### src/rtl/store_trace_fifo.sv
// Store trace FIFO: snoops CPU data-memory stores and drains {addr, data} pairs over valid/ready.
// Optional store match detector enabled by defining STORE_TRACE_MATCH_EN.
module store_trace_fifo #(
    parameter int             N          = 32,
    parameter int             DEPTH      = 8,
    parameter logic [N-1:0]   MATCH_ADDR = 32'd21,
    parameter logic [N-1:0]   MATCH_DATA = 32'h00000096
) (
    input  logic                     clk,
    input  logic                     reset,
    input  logic                     memwrite,
    input  logic [N-1:0]             dataadr,
    input  logic [N-1:0]             writedata,
    output logic                     out_valid,
    input  logic                     out_ready,
    output logic [N-1:0]             out_addr,
    output logic [N-1:0]             out_data,
    output logic [$clog2(DEPTH):0]   count,
    output logic                     overflow,
    output logic [7:0]               drop_count,
    output logic                     match
);

    localparam int AW = $clog2(DEPTH);

    logic [AW:0]    wr_ptr_q, wr_ptr_d;
    logic [AW:0]    rd_ptr_q, rd_ptr_d;
    logic [N-1:0]   addr_mem_q [DEPTH];
    logic [N-1:0]   addr_mem_d [DEPTH];
    logic [N-1:0]   data_mem_q [DEPTH];
    logic [N-1:0]   data_mem_d [DEPTH];
    logic           overflow_q, overflow_d;
    logic [7:0]     drop_count_q, drop_count_d;

    logic           empty;
    logic           full;
    logic           pop;
    logic           push;
    logic           drop;
    logic [AW-1:0]  wr_idx;
    logic [AW-1:0]  rd_idx;

    assign wr_idx = wr_ptr_q[AW-1:0];
    assign rd_idx = rd_ptr_q[AW-1:0];

    // Same index with differing wrap bits means the writer is a full lap ahead.
    assign empty = (wr_ptr_q == rd_ptr_q);
    assign full  = (wr_idx == rd_idx) && (wr_ptr_q[AW] != rd_ptr_q[AW]);

    assign pop  = !empty && out_ready;
    assign push = memwrite && (!full || pop);
    assign drop = memwrite && full && !pop;

    always_comb begin
        wr_ptr_d     = wr_ptr_q;
        rd_ptr_d     = rd_ptr_q;
        addr_mem_d   = addr_mem_q;
        data_mem_d   = data_mem_q;
        overflow_d   = overflow_q;
        drop_count_d = drop_count_q;

        if (push) begin
            addr_mem_d[wr_idx] = dataadr;
            data_mem_d[wr_idx] = writedata;
            wr_ptr_d           = wr_ptr_q + 1'b1;
        end

        if (pop) begin
            rd_ptr_d = rd_ptr_q + 1'b1;
        end

        if (drop) begin
            overflow_d = 1'b1;
            if (drop_count_q != 8'hFF) begin
                drop_count_d = drop_count_q + 8'd1;
            end
        end
    end

    always_ff @(posedge clk) begin
        if (reset) begin
            wr_ptr_q     <= '0;
            rd_ptr_q     <= '0;
            overflow_q   <= 1'b0;
            drop_count_q <= 8'd0;
        end else begin
            wr_ptr_q     <= wr_ptr_d;
            rd_ptr_q     <= rd_ptr_d;
            overflow_q   <= overflow_d;
            drop_count_q <= drop_count_d;
        end
    end

    // Storage needs no reset: it is only observable through the pointers.
    always_ff @(posedge clk) begin
        addr_mem_q <= addr_mem_d;
        data_mem_q <= data_mem_d;
    end

    assign out_valid  = !empty;
    assign out_addr   = empty ? '0 : addr_mem_q[rd_idx];
    assign out_data   = empty ? '0 : data_mem_q[rd_idx];
    assign count      = wr_ptr_q - rd_ptr_q;
    assign overflow   = overflow_q;
    assign drop_count = drop_count_q;

`ifdef STORE_TRACE_MATCH_EN
    logic match_q, match_d;

    // Dropped stores still count as seen by the detector.
    always_comb begin
        match_d = match_q;
        if (memwrite && (dataadr == MATCH_ADDR) && (writedata == MATCH_DATA)) begin
            match_d = 1'b1;
        end
    end

    always_ff @(posedge clk) begin
        if (reset) begin
            match_q <= 1'b0;
        end else begin
            match_q <= match_d;
        end
    end

    assign match = match_q;
`else
    logic unused_match_cfg;
    assign unused_match_cfg = ^{MATCH_ADDR, MATCH_DATA};
    assign match            = 1'b0;
`endif

endmodule
### config.mk
export PLATFORM = sky130hd
export DESIGN_NAME = store_trace_fifo
export DESIGN_NICKNAME = d
export VERILOG_FILES = /design/src/rtl/store_trace_fifo.sv
export SDC_FILE = /design/constraint.sdc
export NUM_CORES = 1
export LEC_CHECK = 0
export ABC_AREA = 1
export BUFFER_PORTS_ARGS = -buffer_cell sky130_fd_sc_hd__clkbuf_2
export CORE_MARGIN = 2
export CORE_UTILIZATION = 40
export CTS_CLUSTER_SIZE = 28
export DETAILED_ROUTE_END_ITERATION = 8
export PLACE_DENSITY_LB_ADDON = 0.3
export SETUP_SLACK_MARGIN = 0.4
export SYNTH_ARGS = -nofsm -noshare
export SYNTH_HDL_FRONTEND = slang
export SYNTH_SLANG_ARGS = --single-unit
### constraint.sdc
create_clock -name clk -period 9.9 [get_ports clk]
set_input_delay 0.495 -clock clk [delete_from_list [all_inputs] [get_ports clk]]
set_output_delay 0.495 -clock clk [all_outputs]
set_load 0.03 [all_outputs]
==> flow_metrics.py, run 1 <==
metrics = {
    "logic_synthesis": {
        "mux_share_of_post_synthesis_cell_area_pct": 0,
        "synth.cell_area_um2": 21100,
        "syn-num-nets": 1762,
        "dominant_combinational_cell_family_by_area_after_synthesis": "compound AO/OA/AOI/OAI gates",
        "post_synth_and_or_nand_nor_area_fraction_pct": 9.81,
        "yosys.cell_types.count": 28,
        "yosysWarningCount": 0,
        "yosys.area_share.xor_xnor_pct": 0.249,
        "yosysSeqAreaShare_pct": 74.6,
        "synth.top_cells.by_area": "sky130_fd_sc_hd__edfxtp_1 73%, sky130_fd_sc_hd__nor2_1 8.4%, sky130_fd_sc_hd__o21ai_0 6.1%",
        "yosysTopAreaCell": "sky130_fd_sc_hd__edfxtp_1",
        "synth_top_cell_area_share_pct": 73.0,
        "postSynthCellCount": 1687,
        "synth_compound_gate_area_share_pct": 11.5,
        "synth_adder_area_share_pct": 0.451,
        "syn-mean-instance-area_um2": 12.5,
        "ys_seq_elements": 529,
    },
    "worst_setup_path": {
        "cp_slowest_stage_delay_ps": 930,
        "worst-path-buf-inv": 3,
        "cpLargestDelayFamily": "buffers and inverters",
        "worstSetupEndpointType": "output pin",
        "critPathSlowestCell": "sky130_fd_sc_hd__buf_4",
        "cp_data_required_time_ps": 9410,
        "cp.arrival_ps": 4310,
        "peak_fanout_along_the_critical_path": 101,
        "path_cells": "buf_4, buf_4, nor2_1, nor2_1, o21ai_0, o21ai_0, o21ai_1, nor2_1, clkbuf_2",
        "critical_path.startpoint_type": "flip-flop",
        "critical_path.most_common_cell": "sky130_fd_sc_hd__nor2_1",
        "crit_type": "reg2out",
    },
    "routing": {
        "routedWlPerCell_um": 19.6,
        "vias_per_cell": 5.26,
        "detail-route-antenna-nets": 0,
        "drcViolationCount": 0,
        "drt-pass1-iter-count": 5,
        "dr_total_vias": 13241,
        "detail_route.iter0.violations": 965,
        "drt_wl_total_mm": 49.5,
    },
    "timing": {
        "layout_worst_path_cycle_share_pct": 48.5,
        "fin_setup_tns_ps": 0,
        "maxSlewViolCount": 0,
        "finalHoldViolCount": 0,
        "worst-slew-pin-transition_ps": 1060,
        "fmax_ghz": 0.208,
        "worst_hold_slack_ps": 179,
        "skew_ps": 16.2,
        "max_slew_headroom_at_the_worst_pin_pct": 29.2,
        "timing.final.setup_violations": 0,
        "finalCriticalPeriod_ps": 4800,
        "grt_setup_unrepaired": "no",
    },
    "cts": {
        "worstSkewPairLatency_ps": 590,
        "clock_sink_count": 529,
        "number_of_gates_given_a_new_drive_strength_after_cts": 0,
        "cts.htree.levels": 2,
        "cts_buffer_depth": 3,
        "tritoncts_buffer_count": 53,
        "path_clk_slew_ps": 60,
        "cts_setup_buffers": 0,
        "cts_tree": "built",
        "cts_hold_buf": 0,
        "cts_root_buffer": "sky130_fd_sc_hd__clkbuf_16",
    },
    "global_route": {
        "global_route.usage.met3_pct": 3.38,
        "first_global_vias": 12686,
        "grt_overflow_total": 0,
        "gr-usage-met2_pct": 29.9,
        "globalRoute.busiestLayer": "met2",
        "grt_first_pass_wirelength_mm": 74.2,
        "grt_antenna_before_repair": 4,
        "gr-usage-all-layers_pct": 18.0,
        "grt_max_degree": 102,
        "globalRouteMet1Util_pct": 24.0,
    },
    "final_layout": {
        "net_count_final": 1870,
        "layout.filler_cells": 4680,
        "layout-area-overhead-vs-synth_pct": 13.4,
        "most_common_library_cell_in_the_layout_ignoring_fill_and_taps": "sky130_fd_sc_hd__edfxtp_1",
        "mostFrequentLayoutCells": "512 x sky130_fd_sc_hd__edfxtp_1, 463 x sky130_fd_sc_hd__nor2_1, 256 x sky130_fd_sc_hd__o21ai_0",
        "core_utilization_of_the_finished_layout_pct": 45.7,
        "n_antenna_cell": 0,
        "layout_cells_sized_above_1_pct": 13.9,
    },
    "min_path": {
        "min-delay-path-class": "in2reg",
    },
    "pwr": {
        "p_leak_uw": 0.00813,
        "ir_worst_vdd_mv": 0.136,
        "power_per_cell_area_nw_per_um2": 230,
    },
    "placed_design": {
        "io_buffers": 145,
        "place_congestion": 0.776,
        "detailed_place_hpwl_mm": 24.9,
    },
    "flow_run": {
        "maxCapViolCount": 0,
    },
    "floorplan": {
        "floorplan.die_area_um2": 54500,
        "num_io_pins": 147,
        "floorplan.rows": 84,
        "placeableCoreArea_um2": 52300,
        "start_util_pct": 40.3,
        "die-width_um": 234,
        "die_h_um": 234,
    },
    "outcome": {
        "result_of_the_run": "finished, final reports clean",
    },
}
==> routing by layer <==
layer / share of wire [%] / up-vias
li1: - / 6288
met1: 45 / 6544
met2: 48 / 326
met3: 5.4 / 75
met4: 2.0 / 8
met5: 0.12 / -
==> through the flow <==
step           instance area, um2  cells  setup WS [ps]  total power (uW)
2_1_floorplan               21100   1687           3250              3340
3_3_place_gp                22300   2428           5650              3640
3_5_place_dp                22300   2428           5620              3650
4_1_cts                     23900   2518           5000              5560
5_1_grt                     23900   2518           4770              5750
6_report                    23900   2518           5100              5500
==> registers in the layout, indices dropped and copies added (netlist names) <==
signal and flops:
wr_ptr_q 4, addr_mem_q 256, data_mem_q 256, drop_count 8, overflow 1, rd_ptr_q 4
==> cell usage after synthesis, drive strengths merged <==
library cell    n
xnor2           1
inv            25
o21ai         391
fa              1
ha              6
nand3           9
dfxtp          17
clkbuf         59
nor3            2
conb            1
o22ai          64
xor2            5
a21oi          14
nor2          473
nand4           6
edfxtp        512
nand2          49
buf            52
==> where the power goes <==
group | switching [uW] | internal [uW] | total (uW)
Combinational | 773 | 277 | 1050
Sequential | 34.5 | 2510 | 2540
Clock | 805 | 1110 | 1910
Total | 1610 | 3890 | 5500
==> path summary, 6_finish.rpt <==
check                                                 end  slack [ps]                      from  cells past startpoint
worst min register to register      overflow$_SDFFE_PP0P_         460     overflow$_SDFFE_PP0P_                      2
worst min-delay path            data_mem_q[113]$_DFFE_PP_         180             writedata[17]                      1
worst max-delay path                         out_addr[12]        5100  rd_ptr_q[0]$_SDFFE_PP0P_                      9
worst max register to register  addr_mem_q[235]$_DFFE_PP_        5670  rd_ptr_q[2]$_SDFFE_PP0P_                      8
==> cell type report <==
cell class	count	area (um2)	share of cell area, %
tap	688	861	3.60
clock buffer	63	1410	5.89
clock inverter	27	230	0.964
sequential	529	15700	65.8
multi-input combinational	1022	4700	19.7
inverter	25	98.8	0.414
timing repair buffer	164	868	3.63
==> cell families after synthesis <==
logic type / count (synthesis)
AO/OA/AOI/OAI: 469
XOR/XNOR: 6
adder cells (fa/ha/maj): 7
buffers and inverters: 136
flip-flops: 529
other: 1
AND/OR/NAND/NOR: 539
No activity file was read; power rests on OpenSTA's default activity.
==> run 2, diff against run 1 <==
==> constraint.sdc (replaced) <==
create_clock -name clk -period 4.2 [get_ports clk]
set_input_delay 0.21 -clock clk [delete_from_list [all_inputs] [get_ports clk]]
set_output_delay 0.21 -clock clk [all_outputs]
set_load 0.03 [all_outputs]
==> run 2 against run 1 <==
Worst hold slack lost 92 ps. Register-to-register slack got worse by 4400 ps. Non-clock buffer count is 70 higher. Critical endpoint is now out_addr[26]. Highest routed layer unchanged.
==> flow_metrics.py, run 2 (synthesized netlist as in run 1, its figures left out) <==
metrics = {
    "floorplan": {
        "num_io_pins": 147,
        "die-width_um": 234,
        "start_util_pct": 40.3,
        "placeableCoreArea_um2": 52300,
        "floorplan.die_area_um2": 54500,
        "floorplan.rows": 84,
        "die_h_um": 234,
    },
    "cts": {
        "tritoncts_buffer_count": 53,
        "path_clk_slew_ps": 70,
        "worstSkewPairLatency_ps": 590,
        "cts.htree.levels": 2,
        "cts_root_buffer": "sky130_fd_sc_hd__clkbuf_16",
        "cts_setup_buffers": 0,
        "cts_buffer_depth": 3,
        "cts_tree": "built",
        "clock_sink_count": 529,
    },
    "routing": {
        "drcViolationCount": 0,
        "routedWlPerCell_um": 19.0,
        "drt_wl_total_mm": 49.4,
        "vias_per_cell": 5.24,
        "detail_route.iter0.violations": 1049,
        "detail-route-antenna-nets": 0,
        "dr_total_vias": 13576,
        "drt-pass1-iter-count": 5,
    },
    "placed_design": {
        "detailed_place_hpwl_mm": 25.2,
        "io_buffers": 145,
        "detailedPlace.worstSlack_ps": 1300,
        "place_congestion": 0.805,
        "placed_cells": 2432,
    },
    "final_layout": {
        "core_utilization_of_the_finished_layout_pct": 47.0,
        "layout.filler_cells": 4625,
        "mostFrequentLayoutCells": "512 x sky130_fd_sc_hd__edfxtp_1, 463 x sky130_fd_sc_hd__nor2_1, 256 x sky130_fd_sc_hd__o21ai_0",
        "multi_input_comb_area_um2": 4710,
        "most_common_library_cell_in_the_layout_ignoring_fill_and_taps": "sky130_fd_sc_hd__edfxtp_1",
        "regArea_um2": 15700,
        "instances_no_fill": 2593,
        "layout_cells_sized_above_1_pct": 13.6,
        "layout-area-overhead-vs-synth_pct": 16.8,
        "net_count_final": 1940,
    },
    "pwr": {
        "power_per_cell_area_nw_per_um2": 523,
        "finalPower_uw": 12900,
        "ir_worst_vdd_mv": 0.295,
        "p_leak_uw": 0.00842,
    },
    "timing": {
        "skew_ps": 13.7,
        "grt_setup_unrepaired": "no",
        "finalHoldViolCount": 0,
        "worst-slew-pin-transition_ps": 1320,
        "finalCriticalPeriod_ps": 3440,
        "post-route-worst-setup-slack_ps": 763,
        "layout_worst_path_cycle_share_pct": 81.8,
        "worst_hold_slack_ps": 87.7,
        "maxSlewViolCount": 0,
        "max_slew_headroom_at_the_worst_pin_pct": 12.0,
        "fmax_ghz": 0.291,
        "timing.final.setup_violations": 0,
    },
    "global_route": {
        "grt_antenna_before_repair": 2,
        "first_global_vias": 12939,
        "gr-usage-all-layers_pct": 18.1,
        "grt_max_degree": 233,
        "grt_overflow_total": 0,
        "grt_first_pass_wirelength_mm": 75.5,
    },
    "worst_setup_path": {
        "critical_path.startpoint_type": "flip-flop",
        "peak_fanout_along_the_critical_path": 232,
        "cp_slowest_stage_delay_ps": 600,
        "worstSetupEndpointType": "output pin",
        "crit_type": "reg2out",
        "cp.arrival_ps": 3230,
        "critical_path.most_common_cell": "sky130_fd_sc_hd__nor2_1",
        "cp_data_required_time_ps": 3990,
        "path_cells": "buf_12, o21ai_0, o22ai_1, nor2_1, nor2_1, clkbuf_2",
        "critPathSlowestCell": "sky130_fd_sc_hd__dfxtp_4",
    },
    "flow_run": {
        "maxCapViolCount": 0,
    },
    "outcome": {
        "result_of_the_run": "finished, final reports clean",
    },
    "min_path": {
        "min-delay-path-class": "in2reg",
    },
}
run 2: layer usage:
metal  up-vias  GRT usage [%]  wire, um
li1       6427              -         -
met1      6697           25.5     22400
met2       393           29.0     23200
met3        57           2.93      2960
met4         2           4.87       824
met5         -              0        11
run 2: critical path: cells and delay by family, from the launching register on:
kind                   cells  cell delay (ps)
AOI/OAI and AO/OA          2              440
buffers and inverters      2              780
DFF                        1              600
and+or+nand+nor            2              360
run 2: final timing paths:
kind / start / endpoint / slack (ps) / cells after the start
worst min-delay path: out_ready / rd_ptr_q[2]$_SDFFE_PP0P_ / 90 / 5
worst max register to register: rd_ptr_q[0]$_SDFFE_PP0P_ / data_mem_q[170]$_DFFE_PP_ / 1300 / 7
worst min register to register: overflow$_SDFFE_PP0P_ / overflow$_SDFFE_PP0P_ / 460 / 2
worst max-delay path: rd_ptr_q[0]$_SDFFE_PP0P_ / out_addr[26] / 760 / 6
run 2: where the power goes:
| group | total (uW) | switching [uW] | internal [uW] |
|---|---|---|---|
| clock network | 4320 | 1880 | 2440 |
| registers | 5950 | 44.1 | 5910 |
| logic | 2600 | 1880 | 715 |
run 2: final cells by class:
| class | instances | share of cell area [%] |
|---|---|---|
| clock inverters | 26 | 0.610 |
| repair buffers | 234 | 6.69 |
| clock buffers | 68 | 5.79 |
| inverters | 25 | 0.402 |
| multi-input cells | 1022 | 19.1 |
| diodes | 1 | 0.0102 |
| flip-flops and latches | 529 | 63.9 |
| well taps | 688 | 3.50 |
run 2: stage by stage:
| stage | area [um2] | setup TNS [ps] |
|---|---|---|
| floorplan | 21100 | -127540 |
| global placement | 22400 | 0 |
| detailed placement | 22400 | 0 |
| CTS | 24600 | 0 |
| global route | 24600 | 0 |
| finish | 24600 | 0 |
run 2: repair_timing:
action | 4_1_cts | 5_1_grt
endpoints found under the setup margin | 0 | 0
endpoints found under the hold margin | 523 | 0
resized for setup | 0 | 0
hold buffers | 66 | 0
==> run 3, diff against run 2 <==
--- a/config.mk
+++ b/config.mk
@@ -5,7 +5,7 @@
 export SDC_FILE = /design/constraint.sdc
 export NUM_CORES = 1
 export LEC_CHECK = 0
-export ABC_AREA = 1
+export ABC_AREA = 0
 export BUFFER_PORTS_ARGS = -buffer_cell sky130_fd_sc_hd__clkbuf_2
 export CORE_MARGIN = 2
 export CORE_UTILIZATION = 40
==> constraint.sdc (replaced) <==
create_clock -name clk -period 3.5 [get_ports clk]
set_input_delay 0.175 -clock clk [delete_from_list [all_inputs] [get_ports clk]]
set_output_delay 0.175 -clock clk [all_outputs]
set_load 0.03 [all_outputs]
==> run 3 against run 2 <==
Combinational power down 9.6%. Via count down 26%. Clock power up 32%. Clock skew up 7.8 ps. Global-route usage down 1.4 points. Clock-buffer cell count up 3. Synthesized cell count down 40%. Largest power group unchanged. Highest routed layer unchanged.
==> flow_metrics.py, run 3 <==
metrics = {
    "timing": {
        "skew_ps": 21.6,
        "post-route-worst-setup-slack_ps": 530,
        "fin_setup_tns_ps": 0,
        "finalHoldViolCount": 0,
        "worst-slew-pin-transition_ps": 1020,
        "layout_worst_path_cycle_share_pct": 84.9,
        "maxSlewViolCount": 0,
        "grt_setup_unrepaired": "no",
        "timing.final.setup_violations": 0,
        "max_slew_headroom_at_the_worst_pin_pct": 32.0,
        "finalCriticalPeriod_ps": 2970,
        "worst_hold_slack_ps": 403,
        "fmax_ghz": 0.337,
    },
    "placed_design": {
        "detailedPlace.worstSlack_ps": 775,
        "placed_cells": 1789,
        "io_buffers": 145,
        "detailed_place_hpwl_mm": 22.3,
        "place_congestion": 0.714,
    },
    "worst_setup_path": {
        "worstSetupEndpointType": "output pin",
        "cp.arrival_ps": 2800,
        "rr_worst_depth": 6,
        "cp_data_required_time_ps": 3320,
        "critical_path.startpoint_type": "flip-flop",
        "crit_type": "reg2out",
        "peak_fanout_along_the_critical_path": 132,
    },
    "logic_synthesis": {
        "syn-mean-instance-area_um2": 20.2,
        "primary_flip_flop_cell_chosen_by_synthesis_mapping": "sky130_fd_sc_hd__edfxtp_1",
        "yosysTopAreaCell": "sky130_fd_sc_hd__edfxtp_1",
        "yosysWarningCount": 0,
        "synth_common_cells": "512 x sky130_fd_sc_hd__edfxtp_1, 133 x sky130_fd_sc_hd__nand2_1, 128 x sky130_fd_sc_hd__mux4_2",
        "synth.cell_area_um2": 20300,
        "syn-num-nets": 1081,
        "ys_seq_elements": 529,
        "synth_top_cell_area_share_pct": 75.7,
        "postSynthCellCount": 1006,
        "yosys.cell_types.count": 37,
        "synth_edf_count": 512,
        "yosysSeqAreaShare_pct": 77.4,
        "async_flop_share_pct": 0,
        "synth.top_cells.by_area": "sky130_fd_sc_hd__edfxtp_1 76%, sky130_fd_sc_hd__mux4_2 14%, sky130_fd_sc_hd__nand2_1 2.5%",
        "yosys.cell_count.top_type": "sky130_fd_sc_hd__edfxtp_1",
    },
    "pwr": {
        "p_leak_uw": 0.00801,
        "ir_worst_vdd_mv": 0.472,
        "power_per_cell_area_nw_per_um2": 619,
        "finalPower_uw": 15200,
    },
    "cts": {
        "cts_buffer_depth": 3,
        "worstSkewPairLatency_ps": 600,
        "tritoncts_buffer_count": 55,
        "cts_tree": "built",
        "cts_setup_buffers": 0,
        "clock_sink_count": 529,
        "cts_hold_buf": 68,
        "path_clk_slew_ps": 60,
        "cts.htree.levels": 2,
        "number_of_gates_given_a_new_drive_strength_after_cts": 0,
        "cts_root_buffer": "sky130_fd_sc_hd__clkbuf_16",
    },
    "final_layout": {
        "instances_no_fill": 1961,
        "layout-area-overhead-vs-synth_pct": 20.7,
        "net_count_final": 1317,
        "multi_input_comb_area_um2": 4430,
        "regArea_um2": 15700,
        "most_common_library_cell_in_the_layout_ignoring_fill_and_taps": "sky130_fd_sc_hd__edfxtp_1",
        "layout_cells_sized_above_1_pct": 30.2,
        "mostFrequentLayoutCells": "512 x sky130_fd_sc_hd__edfxtp_1, 145 x sky130_fd_sc_hd__clkbuf_2, 133 x sky130_fd_sc_hd__nand2_1",
        "layout.filler_cells": 4130,
    },
    "routing": {
        "drt-pass1-iter-count": 5,
        "drt_wl_total_mm": 42.9,
        "drcViolationCount": 0,
        "vias_per_cell": 5.13,
        "detail-route-antenna-nets": 0,
        "dr_total_vias": 10052,
        "routedWlPerCell_um": 21.9,
        "detail_route.iter0.violations": 702,
    },
    "global_route": {
        "globalRoute.busiestLayer": "met2",
        "globalRouteMet1Util_pct": 22.3,
        "grt_first_pass_wirelength_mm": 65.6,
        "grt_antenna_before_repair": 5,
        "grt_max_degree": 133,
        "first_global_vias": 10754,
        "global_route.usage.met3_pct": 2.88,
        "gr-usage-met2_pct": 28.2,
        "grt_overflow_total": 0,
        "gr-usage-all-layers_pct": 16.6,
    },
    "min_path": {
        "min_path_cells": 2,
        "min-delay-path-class": "in2reg",
    },
    "floorplan": {
        "start_util_pct": 40.5,
        "floorplan.rows": 82,
        "placeableCoreArea_um2": 50200,
        "die_h_um": 229,
        "die-width_um": 229,
        "floorplan.die_area_um2": 52600,
        "num_io_pins": 147,
    },
    "flow_run": {
        "maxCapViolCount": 0,
    },
    "outcome": {
        "result_of_the_run": "finished, final reports clean",
    },
}
## run 3: changes by cell type after synthesis, sizes merged, moves of 4 or more
| cell | previous run | this run |
|---|---|---|
| o21ai | 391 | 2 |
| nor2 | 473 | 14 |
| xnor2 | 1 | 5 |
| inv | 25 | 12 |
| a21oi | 14 | 73 |
| nand2 | 49 | 133 |
| o22ai | 64 | 0 |
| o31ai | 0 | 4 |
| mux4 | 0 | 128 |
| buf | 52 | 35 |
| nand4 | 6 | 2 |
| clkbuf | 59 | 22 |
## run 3: cell type report
class / instances / area share (%)
clock inverter: 30 / 1.24
tap: 672 / 3.43
antenna: 3 / 0.0306
multi-input combinational: 408 / 18.1
clock buffer: 71 / 5.95
inverter: 12 / 0.184
timing repair buffer: 236 / 6.90
sequential: 529 / 64.2
## run 3: path summary, 6_finish.rpt
| path | slack, ps | start | endpoint |
|---|---|---|---|
| min reg2reg | 450 | overflow$_SDFFE_PP0P_ | overflow$_SDFFE_PP0P_ |
| max | 530 | rd_ptr_q[1]$_SDFFE_PP0P_ | out_addr[0] |
| max reg2reg | 820 | wr_ptr_q[2]$_SDFFE_PP0P_ | data_mem_q[69]$_DFFE_PP_ |
| min | 400 | writedata[12] | data_mem_q[236]$_DFFE_PP_ |
## run 3: logic make-up (layout without fill, tap and decap cells)
group           Yosys count  after routing  synth area share, %
compound gates           90             90                 2.44
xor+xnor                  9              9                0.425
fa+ha+maj                 7              7                0.468
buf+inv                  69            349                 1.39
flops                   529            529                 77.4
mux                     130            130                 14.3
other cells               1              4               0.0185
simple gates            171            171                 3.54
## run 3: metrics by stage
stage          utilization (%)  area (um2)
6_report                  48.8       24500
5_1_grt                   48.8       24500
4_1_cts                   48.8       24500
3_5_place_dp              43.9       22000
3_3_place_gp              43.9       22000
2_1_floorplan                -       20400
## run 3: per-layer routing
layer,share of wire [%],wire length (um),up-vias
met4,1.8,760,4
met2,50,21300,203
met3,4.3,1840,64
li1,-,-,4540
met5,0.049,21,-
met1,44,19000,5241
## run 3: worst max-delay path, stage by stage, from the launching register on
cell and delay (ps):
sky130_fd_sc_hd__dfxtp_4 360, sky130_fd_sc_hd__buf_12 600, sky130_fd_sc_hd__mux4_2 350, sky130_fd_sc_hd__nand2_1 50, sky130_fd_sc_hd__a21oi_1 450, sky130_fd_sc_hd__clkbuf_2 300
## run 3: power by group
part	leakage [uW]	switching, uW	total (uW)	internal (uW)
registers	0.00479	32.3	7110	7080
clock network	0.000857	2340	5700	3370
logic	0.00237	1460	2350	898
total	0.00801	3820	15200	11300
